### src/rtl/regfile_write_decoder_if.sv
// Register-file write port bundle: write request handshake, storage-side
// write enable/data, and the read-path hazard probe.
// master = requester / read path / storage side, slave = the decoder.
interface regfile_write_decoder_if #(
  parameter int ADDR_W = 5,
  parameter int DATA_W = 32
);
  logic                   wr_valid;
  logic                   wr_ready;
  logic [ADDR_W-1:0]      wr_addr;
  logic [DATA_W-1:0]      wr_data;
  logic                   wb_stall;
  logic [2**ADDR_W-1:0]   we;
  logic [DATA_W-1:0]      we_data;
  logic                   busy;
  logic [ADDR_W-1:0]      rd_addr;
  logic                   rd_hit;
  logic [DATA_W-1:0]      rd_fwd_data;

  modport master (
    output wr_valid, wr_addr, wr_data, wb_stall, rd_addr,
    input  wr_ready, we, we_data, busy, rd_hit, rd_fwd_data
  );

  modport slave (
    input  wr_valid, wr_addr, wr_data, wb_stall, rd_addr,
    output wr_ready, we, we_data, busy, rd_hit, rd_fwd_data
  );
endinterface

### src/rtl/regfile_write_decoder.sv
// Register-file write decoder: buffers write requests in a small in-order
// queue and issues one registered one-hot write enable per cycle.
// Address 0 is hardwired zero: it takes a queue slot and an issue cycle but
// never produces a write enable.
// Optional macro REGFILE_FWD_EN builds the pending-write forwarding probe;
// without it rd_hit/rd_fwd_data are tied to zero.
module regfile_write_decoder #(
  parameter int ADDR_W = 5,
  parameter int DATA_W = 32,
  parameter int QDEPTH = 2
) (
  input  logic                     clk,
  input  logic                     rst,
  regfile_write_decoder_if.slave   bus
);

  localparam int NREG  = 2**ADDR_W;
  localparam int PTR_W = (QDEPTH > 1) ? $clog2(QDEPTH) : 1;
  localparam int CNT_W = $clog2(QDEPTH + 1);

  // Queue pointer increment with wrap at QDEPTH (no bubble at wrap).
  function automatic logic [PTR_W-1:0] next_ptr(input logic [PTR_W-1:0] p);
    return (p == PTR_W'(QDEPTH - 1)) ? '0 : p + 1'b1;
  endfunction

  // ---- p0: pending-write queue ----
  logic [ADDR_W-1:0] r_q_addr_p0 [QDEPTH];
  logic [DATA_W-1:0] r_q_data_p0 [QDEPTH];
  logic [PTR_W-1:0]  r_head_p0;
  logic [PTR_W-1:0]  r_tail_p0;
  logic [CNT_W-1:0]  r_count_p0;

  logic              w_push;
  logic              w_pop;
  logic [ADDR_W-1:0] w_head_addr;
  logic [DATA_W-1:0] w_head_data;
  logic              w_head_nz;
  logic [NREG-1:0]   w_onehot;

  // ---- p1: issued write enable / data ----
  logic [NREG-1:0]   r_we_p1;
  logic [DATA_W-1:0] r_we_data_p1;

  assign bus.wr_ready = (r_count_p0 < CNT_W'(QDEPTH));
  assign w_push       = bus.wr_valid & bus.wr_ready;
  assign w_pop        = (r_count_p0 != '0) & ~bus.wb_stall;
  assign w_head_addr  = r_q_addr_p0[r_head_p0];
  assign w_head_data  = r_q_data_p0[r_head_p0];
  assign w_head_nz    = (w_head_addr != '0);
  assign w_onehot     = w_head_nz ? (NREG'(1) << w_head_addr) : '0;

  // Queue pointers and occupancy; push and pop may both happen in one edge.
  always_ff @(posedge clk or posedge rst) begin
    if (rst) begin
      r_head_p0  <= '0;
      r_tail_p0  <= '0;
      r_count_p0 <= '0;
    end else begin
      if (w_push) r_tail_p0 <= next_ptr(r_tail_p0);
      if (w_pop)  r_head_p0 <= next_ptr(r_head_p0);
      case ({w_push, w_pop})
        2'b10:   r_count_p0 <= r_count_p0 + 1'b1;
        2'b01:   r_count_p0 <= r_count_p0 - 1'b1;
        default: r_count_p0 <= r_count_p0;
      endcase
    end
  end

  // Queue payload storage; entries are only meaningful below the count.
  always_ff @(posedge clk) begin
    if (w_push) begin
      r_q_addr_p0[r_tail_p0] <= bus.wr_addr;
      r_q_data_p0[r_tail_p0] <= bus.wr_data;
    end
  end

  // Issue the head as a one-hot enable; address 0 pops silently and keeps data.
  always_ff @(posedge clk or posedge rst) begin
    if (rst) begin
      r_we_p1      <= '0;
      r_we_data_p1 <= '0;
    end else begin
      r_we_p1 <= w_pop ? w_onehot : '0;
      if (w_pop && w_head_nz) r_we_data_p1 <= w_head_data;
    end
  end

  assign bus.we      = r_we_p1;
  assign bus.we_data = r_we_data_p1;
  assign bus.busy    = (r_count_p0 != '0) | (|r_we_p1);

`ifdef REGFILE_FWD_EN
  logic              w_rd_hit;
  logic [DATA_W-1:0] w_rd_fwd_data;
  logic [PTR_W-1:0]  w_idx;

  // Physical slot of the i-th oldest queued entry.
  function automatic logic [PTR_W-1:0] slot_of(input logic [PTR_W-1:0] head, input int i);
    return PTR_W'((int'(head) + i) % QDEPTH);
  endfunction

  // Youngest pending write wins: scan in-flight, then queue oldest to newest.
  always_comb begin
    w_rd_hit      = 1'b0;
    w_rd_fwd_data = '0;
    w_idx         = '0;
    if (bus.rd_addr != '0) begin
      if (r_we_p1[bus.rd_addr]) begin
        w_rd_hit      = 1'b1;
        w_rd_fwd_data = r_we_data_p1;
      end
      for (int i = 0; i < QDEPTH; i++) begin
        w_idx = slot_of(r_head_p0, i);
        if ((CNT_W'(i) < r_count_p0) && (r_q_addr_p0[w_idx] == bus.rd_addr)) begin
          w_rd_hit      = 1'b1;
          w_rd_fwd_data = r_q_data_p0[w_idx];
        end
      end
    end
  end

  assign bus.rd_hit      = w_rd_hit;
  assign bus.rd_fwd_data = w_rd_fwd_data;
`else
  logic w_unused_rd_addr;
  assign w_unused_rd_addr = |bus.rd_addr;
  assign bus.rd_hit       = 1'b0;
  assign bus.rd_fwd_data  = '0;
`endif

endmodule

### src/flat_wrapper.sv
// flat-port wrapper written by rule: the top's interface ports become plain ports
module regfile_write_decoder_flat 
#(
  parameter int ADDR_W = 5,
  parameter int DATA_W = 32,
  parameter int QDEPTH = 2
)
  (clk, rst, bus_wr_valid, bus_wr_addr, bus_wr_data, bus_wb_stall, bus_rd_addr, bus_wr_ready, bus_we, bus_we_data, bus_busy, bus_rd_hit, bus_rd_fwd_data);
  regfile_write_decoder_if #(.ADDR_W(ADDR_W), .DATA_W(DATA_W)) bus_i ();
  input  logic clk;
  input  logic rst;
  input wire logic [$bits(bus_i.wr_valid)-1:0] bus_wr_valid;
  input wire logic [$bits(bus_i.wr_addr)-1:0] bus_wr_addr;
  input wire logic [$bits(bus_i.wr_data)-1:0] bus_wr_data;
  input wire logic [$bits(bus_i.wb_stall)-1:0] bus_wb_stall;
  input wire logic [$bits(bus_i.rd_addr)-1:0] bus_rd_addr;
  output wire logic [$bits(bus_i.wr_ready)-1:0] bus_wr_ready;
  output wire logic [$bits(bus_i.we)-1:0] bus_we;
  output wire logic [$bits(bus_i.we_data)-1:0] bus_we_data;
  output wire logic [$bits(bus_i.busy)-1:0] bus_busy;
  output wire logic [$bits(bus_i.rd_hit)-1:0] bus_rd_hit;
  output wire logic [$bits(bus_i.rd_fwd_data)-1:0] bus_rd_fwd_data;
  assign bus_i.wr_valid = bus_wr_valid;
  assign bus_i.wr_addr = bus_wr_addr;
  assign bus_i.wr_data = bus_wr_data;
  assign bus_i.wb_stall = bus_wb_stall;
  assign bus_i.rd_addr = bus_rd_addr;
  assign bus_wr_ready = bus_i.wr_ready;
  assign bus_we = bus_i.we;
  assign bus_we_data = bus_i.we_data;
  assign bus_busy = bus_i.busy;
  assign bus_rd_hit = bus_i.rd_hit;
  assign bus_rd_fwd_data = bus_i.rd_fwd_data;
  regfile_write_decoder #(.ADDR_W(ADDR_W), .DATA_W(DATA_W), .QDEPTH(QDEPTH)) u_core (.clk(clk), .rst(rst), .bus(bus_i));
endmodule
### config.mk
export PLATFORM = sky130hd
export DESIGN_NAME = regfile_write_decoder_flat
export DESIGN_NICKNAME = d
export VERILOG_FILES = /design/src/rtl/regfile_write_decoder_if.sv /design/src/rtl/regfile_write_decoder.sv /design/src/flat_wrapper.sv
export SDC_FILE = /design/constraint.sdc
export NUM_CORES = 1
export LEC_CHECK = 0
export BUFFER_PORTS_ARGS = -buffer_cell sky130_fd_sc_hd__buf_4
export CAP_MARGIN = 10
export CELL_PAD_IN_SITES_DETAIL_PLACEMENT = 0
export CELL_PAD_IN_SITES_GLOBAL_PLACEMENT = 1
export CORE_ASPECT_RATIO = 0.8
export CORE_MARGIN = 2
export CORE_UTILIZATION = 46
export CTS_CLUSTER_DIAMETER = 50
export DETAILED_ROUTE_END_ITERATION = 16
export PLACE_DENSITY_LB_ADDON = 0.08
export SLEW_MARGIN = 10
export SYNTH_ARGS = -nofsm -noshare
export SYNTH_HDL_FRONTEND = slang
export SYNTH_SLANG_ARGS = --single-unit
### constraint.sdc
create_clock -name clk -period 7.4 [get_ports clk]
set_clock_uncertainty 0.05 [all_clocks]
set_input_delay 1.11 -clock clk [delete_from_list [all_inputs] [get_ports clk]]
set_output_delay 1.11 -clock clk [all_outputs]
set_load 0.01 [all_outputs]
* Yosys cells after proc, flatten, opt, wreduce, memory -nomap -nowiden *
Memory sizes are Yosys's and may differ from the RTL's. A register that Yosys moved wholly into a read port is not among the register bits.
Cells that the tools add are included.

word-level totals
  flip-flop bits (word level) = 36
  bits of input ports = 46
  memories kept = 2
  logic and storage cells = 30
  RAM bits = 74
  output and inout bits = 99

memory list
  memory              words  width  read ports  clocked after memory_dff  wr ports  line                         text
  u_core.r_q_data_p0  2      32     1           1                         1         regfile_write_decoder.sv:28  logic [DATA_W-1:0] r_q_data_p0 [QDEPTH];
  u_core.r_q_addr_p0  2      5      1           0                         1         regfile_write_decoder.sv:27  logic [ADDR_W-1:0] r_q_addr_p0 [QDEPTH];

operators by class
  bitwise operators = 4
  multiplexer cells = 7
  order comparisons = 1
  shift-type cells = 1
  equality and inequality tests = 2
  $add $sub $neg = 4
  reductions and logical operators = 5

operator list
  kind                  count
  $mux 32               2
  $reduce_or 32->1      1
  $shl 1x5->32 const A  1
  $reduce_bool 5->1     1
  $mux 1                4
  $pmux 2 s2            1
  $reduce_bool 2->1     2
  $add 1x1->1 const B   2
  $add 2x1->2 const B   1
  $and 1x1->1           2
  $eq 2x1->1 const B    1
  $eq 2x2->1 const B    1
  $lt 2x2->1 const B    1
  $sub 2x1->2 const B   1
  $logic_and 1x1->1     1
  $not 1->1             1
  $or 1x1->1            1

* Depth between registers and ports, before layout *
Gate-level depths: netlist of the first run.

  depth after elaboration = 4
  gate-level depth with buffers = 6
  gate-level depth less buffers = 6

* Worst setup path before layout of the first run *
No wires, ideal clock.

  path kind = input -> register
  from = input port bus_wr_valid
  to = memory u_core.r_q_addr_p0[0][0] (enable)
  arrival = 2.767 ns
  stages = 2
  data required time = 6.919 ns
  setup time = 0.431 ns
  slack = 4.151 ns
  path buffers = 0
  path through = nand2_1 nor2_1

on the way
  word-level cells in the longest chain between the ends = 3

RTL lines
  what                          line                         text
  from (decl)                   flat_wrapper.sv:12           input wire logic [$bits(bus_i.wr_valid)-1:0] bus_wr_valid;
  $and 1x1->1                   regfile_write_decoder.sv:45  assign w_push = bus.wr_valid & bus.wr_ready;
  $mux 1                        regfile_write_decoder.sv:71  if (w_push) begin
  $mux 1 (not written as such)  regfile_write_decoder.sv:72  r_q_addr_p0[r_tail_p0] <= bus.wr_addr;
  to (decl)                     regfile_write_decoder.sv:27

No other way between the ends.

* Worst setup path after layout of the first run *
  from = register u_core.r_we_p1[24] (netlist: u_core.bus.we[24])
  to = output port bus_busy

on the way
  word-level cells in the longest chain between the ends = 2

RTL lines
  what                    line                         text
  from (decl)             regfile_write_decoder.sv:41  logic [NREG-1:0] r_we_p1;
  from (signal assigned)  regfile_write_decoder.sv:83  r_we_p1 <= w_pop ? w_onehot : '0;
  $reduce_or 32->1        regfile_write_decoder.sv:90  assign bus.busy = (r_count_p0 != '0) | (|r_we_p1);
  $or 1x1->1              regfile_write_decoder.sv:90
  to (decl)               flat_wrapper.sv:20           output wire logic [$bits(bus_i.busy)-1:0] bus_busy;

No other way between the ends.

==> out/results.ini, run 1 <==
[clock_tree]
post_cts_buffers=0
insertion_delay_ns=0.41
root_buffer=clkbuf_16
numClockSinks=142
h-tree-depth=4
path_clk_slew_ns=0.06
tritoncts=done
cts_buffers=17
clockBufferDepth=2
cts_resized=0
cts_hold_buf=0

[worst_setup_path]
worstSetupEndpointType=output port
start_kind=flip-flop
cp_data_arrival_time_ns=1.65
worstPathRequired_ns=6.24
setup.worst_path.class=flip-flop to output port
crit_fanout=2

[sta]
setup_ws_ns=4.59
fin_crit_ns=2.81
post-route-period-util_pct=37.9
finalSetupViolCount=0
worst_pin_slew_ns=0.928
fmax_ghz=0.356
maxSlewViolCount=0
max-slew-margin-rel_pct=38.2
rsz0062_at_grt=no
setup_tns_ns=0
hold_viol_final=0

[floorplanning]
fp.dieH_um=101
fp.dieW_um=126
die-area_um2=12700
start_util_pct=47.3
boundaryPins=145
core_area_um2=11500
std_cell_rows=35

[yosys]
netlist_instances=342
ys_async_sr_fraction_pct=47.9
synthFlopType=edfxtp_1
synthDistinctLibCells=30
synth_top_cell_by_area=edfxtp_1
yosys_warnings=0
synth_edf_count=74
synth.most_common_cell=edfxtp_1
ys_seq_elements=142
netlist_top_cells_area=edfxtp_1 41%, dfrtp_1 31%, mux2_2 12%
synth_top_cell_area_share_pct=40.8
synth_common_cells=74 x edfxtp_1, 68 x dfrtp_1, 60 x mux2_2, 37 x nor2_1, 33 x buf_4
syn_area_um2=5450
seq_area_frac_synth_pct=72.0
avgSynthCellArea_um2=15.9

[routing]
wl_per_cell_um=15.7
drt_pass1_iterations=4
drtAntennaViolNets=0
wl_um=9830
drc=0
first_iter_violations=186
dr_total_vias=2981
vias_per_cell=4.78

[flow_run]
drv_cap=0

[placed_design]
place_ws_ns=4.86
placed_cells=592
place.detailed.hpwl_um=6200
io_buffer_count=106
gp_congestion=0.720

[layout]
fin_nets=510
antennaDiodeCount=0
area_growth_pct=25.6
drive_gt1_share_pct=42.9
instances_no_fill=624

[min_path]
hp-class=flip-flop to flip-flop

[power]
p_leak_nw=2.90
p_per_area_nw_per_um2=380
vdd_drop_max_uv=199
total_power_w=0.00260

[grt]
grt_pass1_wl_um=15300
grt_pass1_vias=2926
grt_overflow=0
grt_usage_pct=16.2
grt_max_degree=69
antenna_found_initial=0

[status]
status=finished clean

==> worst paths after layout <==
kind | slack, ns | end | start | cells after the start
worst min register to register | 0.44 | u_core.bus.we_data[3] | u_core.bus.we_data[3] | 1
worst min-delay path | 0.44 | u_core.bus.we_data[3] | u_core.bus.we_data[3] | 1
min in group asynchronous | 0.92 | u_core.bus.we_data[6] | rst | 3
max in group asynchronous | 5.76 | u_core.r_head_p0 | rst | 3
worst max-delay path | 4.59 | bus_busy | u_core.bus.we[24] | 5
worst max register to register | 4.88 | u_core.bus.we_data[13] | u_core.r_head_p0 | 6
==> critical path, cell delays in order (launching register included) <==
cell     delay, ns
dfrtp_1       0.39
nor4_1        0.30
nand4_1       0.12
nor2_1        0.17
nand4_1       0.10
buf_4         0.16
==> registers in the layout, indices dropped and copies added (netlist names) <==
| register | count |
|---|---|
| u_core.r_q_data_p0 | 64 |
| u_core.bus.we | 32 |
| u_core.bus.we_data | 32 |
| u_core.r_q_addr_p0 | 10 |
| u_core.r_count_p0 | 2 |
| u_core.r_head_p0 | 1 |
| u_core.r_tail_p0 | 1 |
==> where the power goes <==
group / total, W / internal [W] / switching (W)
Combinational: 0.000709 / 0.000359 / 0.000350
Clock: 0.000779 / 0.000481 / 0.000297
Sequential: 0.00111 / 0.00103 / 0.0000766
Total: 0.00260 / 0.00187 / 0.000724
==> cells by family (layout without fill, tap and decap cells) <==
logic type | count (synthesis) | in the layout | share of synthesized area, %
xor+xnor | 5 | 5 | 0.803
compound gates | 9 | 9 | 1.49
mux | 66 | 66 | 13.6
simple gates | 70 | 70 | 5.72
flops | 142 | 142 | 72.0
other cells | 1 | 34 | 0.0688
fa+ha+maj | 1 | 1 | 0.230
buf+inv | 48 | 149 | 6.08
==> cell type report <==
type | instances | area, um^2
clock inverter | 6 | 32.5
multi-input combinational | 185 | 1330
clock buffer | 26 | 520
fill | 920 | 4670
inverter | 7 | 26.3
sequential | 142 | 3930
timing repair buffer | 110 | 826
tap | 148 | 185
==> metrics by stage <==
stage	util (%)	instance area (um^2)	hold slack (ns)
2_1_floorplan	-	5570	0.411
4_1_cts	59.4	6840	0.445
6_report	59.4	6840	0.439
3_5_place_dp	54.6	6290	0.433
5_1_grt	59.4	6840	0.465
3_3_place_gp	54.6	6290	0.425
==> layer usage <==
metal | track usage (%) | part of all wire (%) | up-vias
li1 | - | - | 1393
met1 | 20.7 | 44 | 1472
met2 | 24.5 | 46 | 104
met3 | 6.87 | 8.3 | 12
met4 | 6.92 | 1.5 | 0
met5 | 0 | 0 | -
==> placed cells by master, fill, tap and decap left out, drive strengths merged, types with 2 or more instances in the layout <==
cell and count:
buf 110, clkbuf 26, clkinv 5, conb 34, dfrtp 68, edfxtp 74
inv 7, mux2 65, nand2 14, nand2b 2, nand4 2, nor2 38
nor4 9, o21ai 3, o32ai 4, xnor2 4
No activity file was read; power rests on OpenSTA's default activity.
==> run 2, diff against run 1 <==
--- a/config.mk
+++ b/config.mk
@@ -11,7 +11,7 @@
 export CELL_PAD_IN_SITES_GLOBAL_PLACEMENT = 1
 export CORE_ASPECT_RATIO = 0.8
 export CORE_MARGIN = 2
-export CORE_UTILIZATION = 46
+export CORE_UTILIZATION = 43
 export CTS_CLUSTER_DIAMETER = 50
 export DETAILED_ROUTE_END_ITERATION = 16
 export PLACE_DENSITY_LB_ADDON = 0.08
==> constraint.sdc (replaced) <==
create_clock -name clk -period 2.75 [get_ports clk]
set_clock_uncertainty 0.05 [all_clocks]
set_input_delay 0.4125 -clock clk [delete_from_list [all_inputs] [get_ports clk]]
set_output_delay 0.4125 -clock clk [all_outputs]
set_load 0.01 [all_outputs]
==> run 2 against run 1 <==
Compared with the run above:
- via count increased by 0.27%
- first-iteration DRC count decreased by 32%
- largest power group unchanged
- setup slack got worse by 4.0 ns
- worst hold slack got worse by 0.41 ns
- critical path depth unchanged
- critical endpoint unchanged
- combinational power increased to 2.7 times the previous value
- non-clock buffer count increased by 1
- sequential share of layout area decreased by 0.93 points
- core utilization decreased by 2.6 points
- total power increased to 2.8 times the previous value
- register-to-register slack got worse by 4.1 ns
==> out/results.ini, run 2 (synthesized netlist as in run 1, its figures left out) <==
[worst_setup_path]
cp-endpoint=bus_busy
worstSetupEndpointType=output port
crit_fanout=2
worstPathRequired_ns=2.29
start_kind=flip-flop
setup.worst_path.class=flip-flop to output port
r2r-end=u_core.bus.we_data[10]
crit_start=u_core.bus.we[0]
r2r-start=u_core.r_head_p0
rr_worst_depth=5
r2r_setup_slack_ns=0.83
cp_data_arrival_time_ns=1.68

[layout]
antennaDiodeCount=0
area_growth_pct=27.6
fin_nets=511
mostFrequentLayoutCells=107 x buf_4, 74 x edfxtp_1, 67 x dfrtp_1, 60 x mux2_2, 36 x nor2_1
final_common_cell=buf_4
n_fill_cell=1032
design_area_um2=6960
utilization_pct=56.8
instances_no_fill=648
largest_register=u_core.r_q_data_p0
largest_register_ffs=64
drive_gt1_share_pct=43.4

[floorplanning]
start_util_pct=44.5
die-area_um2=13600
core_area_um2=12300
std_cell_rows=36
boundaryPins=145
fp.dieW_um=130
fp.dieH_um=105

[min_path]
hp-class=input pin to async pin

[clock_tree]
cts_resized=0
cts_hold_buf=0
insertion_delay_ns=0.41
post_cts_buffers=0
clockBufferDepth=2
root_buffer=clkbuf_16
cts_buffers=17
h-tree-depth=4
tritoncts=done
numClockSinks=142
path_clk_slew_ns=0.05

[sta]
fmax_ghz=0.468
hold_viol_final=0
post-route-period-util_pct=77.8
setup_tns_ns=0
finalSetupViolCount=0
rsz0062_at_grt=no
worst_pin_slew_ns=0.580
maxSlewViolCount=0
max-slew-margin-rel_pct=60.9
fin_crit_ns=2.14

[placed_design]
placed_cells=616
place.detailed.hpwl_um=6510
gp_congestion=0.763
placed_area_um2=6380
io_buffer_count=106

[status]
status=finished clean

[routing]
dr_total_vias=2989
drc=0
drtAntennaViolNets=0
vias_per_cell=4.61
wl_per_cell_um=15.2
drt_pass1_iterations=4
wl_um=9880
first_iter_violations=127

[power]
total_power_w=0.00716
p_per_area_nw_per_um2=1030
p_leak_nw=2.94
vdd_drop_max_uv=564

[flow_run]
drv_cap=0

[grt]
grt_max_degree=69
grt_overflow=0
grt_pass1_vias=3100
grt_pass1_wl_um=15700
grt_usage_pct=15.8
antenna_found_initial=0

run 2: cell count changes in the layout (fill, tap and decap cells not counted), moves of 3 or more:
cell       previous run  this run
buf_12                0         4
clkbuf_8              4         0
buf_4               110       107
bufinv_16             0         3
clkbuf_1              4         1
clkinv_2              5         8
run 2: per-layer routing:
layer	vias up	wire length, um	track usage (%)	share of wire (%)
met5	-	0	0	0
met4	0	167	6.91	1.7
met3	16	704	6.20	7.1
met2	100	4670	24.0	47
met1	1472	4340	19.9	44
li1	1401	-	-	-
run 2: cell type report:
| cell class | instances | area, um^2 | share of cell area [%] |
|---|---|---|---|
| well taps | 171 | 214 | 3.08 |
| clock buffers | 18 | 429 | 6.17 |
| flip-flops and latches | 142 | 3930 | 56.4 |
| repair buffers | 111 | 883 | 12.7 |
| clock inverters | 14 | 150 | 2.16 |
| multi-input cells | 185 | 1330 | 19.1 |
| inverters | 7 | 26.3 | 0.378 |
run 2: power by group:
group          internal (W)  total, W  switching (W)
combinational       0.00100   0.00192       0.000918
clock               0.00141   0.00222       0.000810
sequential          0.00278   0.00302       0.000245
run 2: critical path, cell delays in order, from the launching register on:
cell	delay [ns]
dfrtp_1	0.37
nor4_1	0.33
nand4_1	0.12
nor2_1	0.18
nand4_1	0.10
buf_4	0.16
run 2: how the worst min path moves through the flow:
stage,endpoint,slack [ns],cells past startpoint
floorplan,u_core.r_tail_p0,0.41,1
global placement,u_core.bus.we_data[3],0.43,1
detailed placement,u_core.bus.we_data[3],0.44,1
CTS,u_core.bus.we_data[5],0.04,3
global route,u_core.bus.we_data[5],0.06,3
finish,u_core.bus.we_data[5],0.03,3
run 2: per-stage QoR:
| stage | setup slack (ns) | hold slack (ns) |
|---|---|---|
| after global routing | 0.465 | 0.0641 |
| after global placement | 0.831 | 0.427 |
| after detailed placement | 0.808 | 0.441 |
| after CTS | 0.544 | 0.0368 |
| after floorplan | 0.0722 | 0.411 |
| final | 0.611 | 0.0325 |
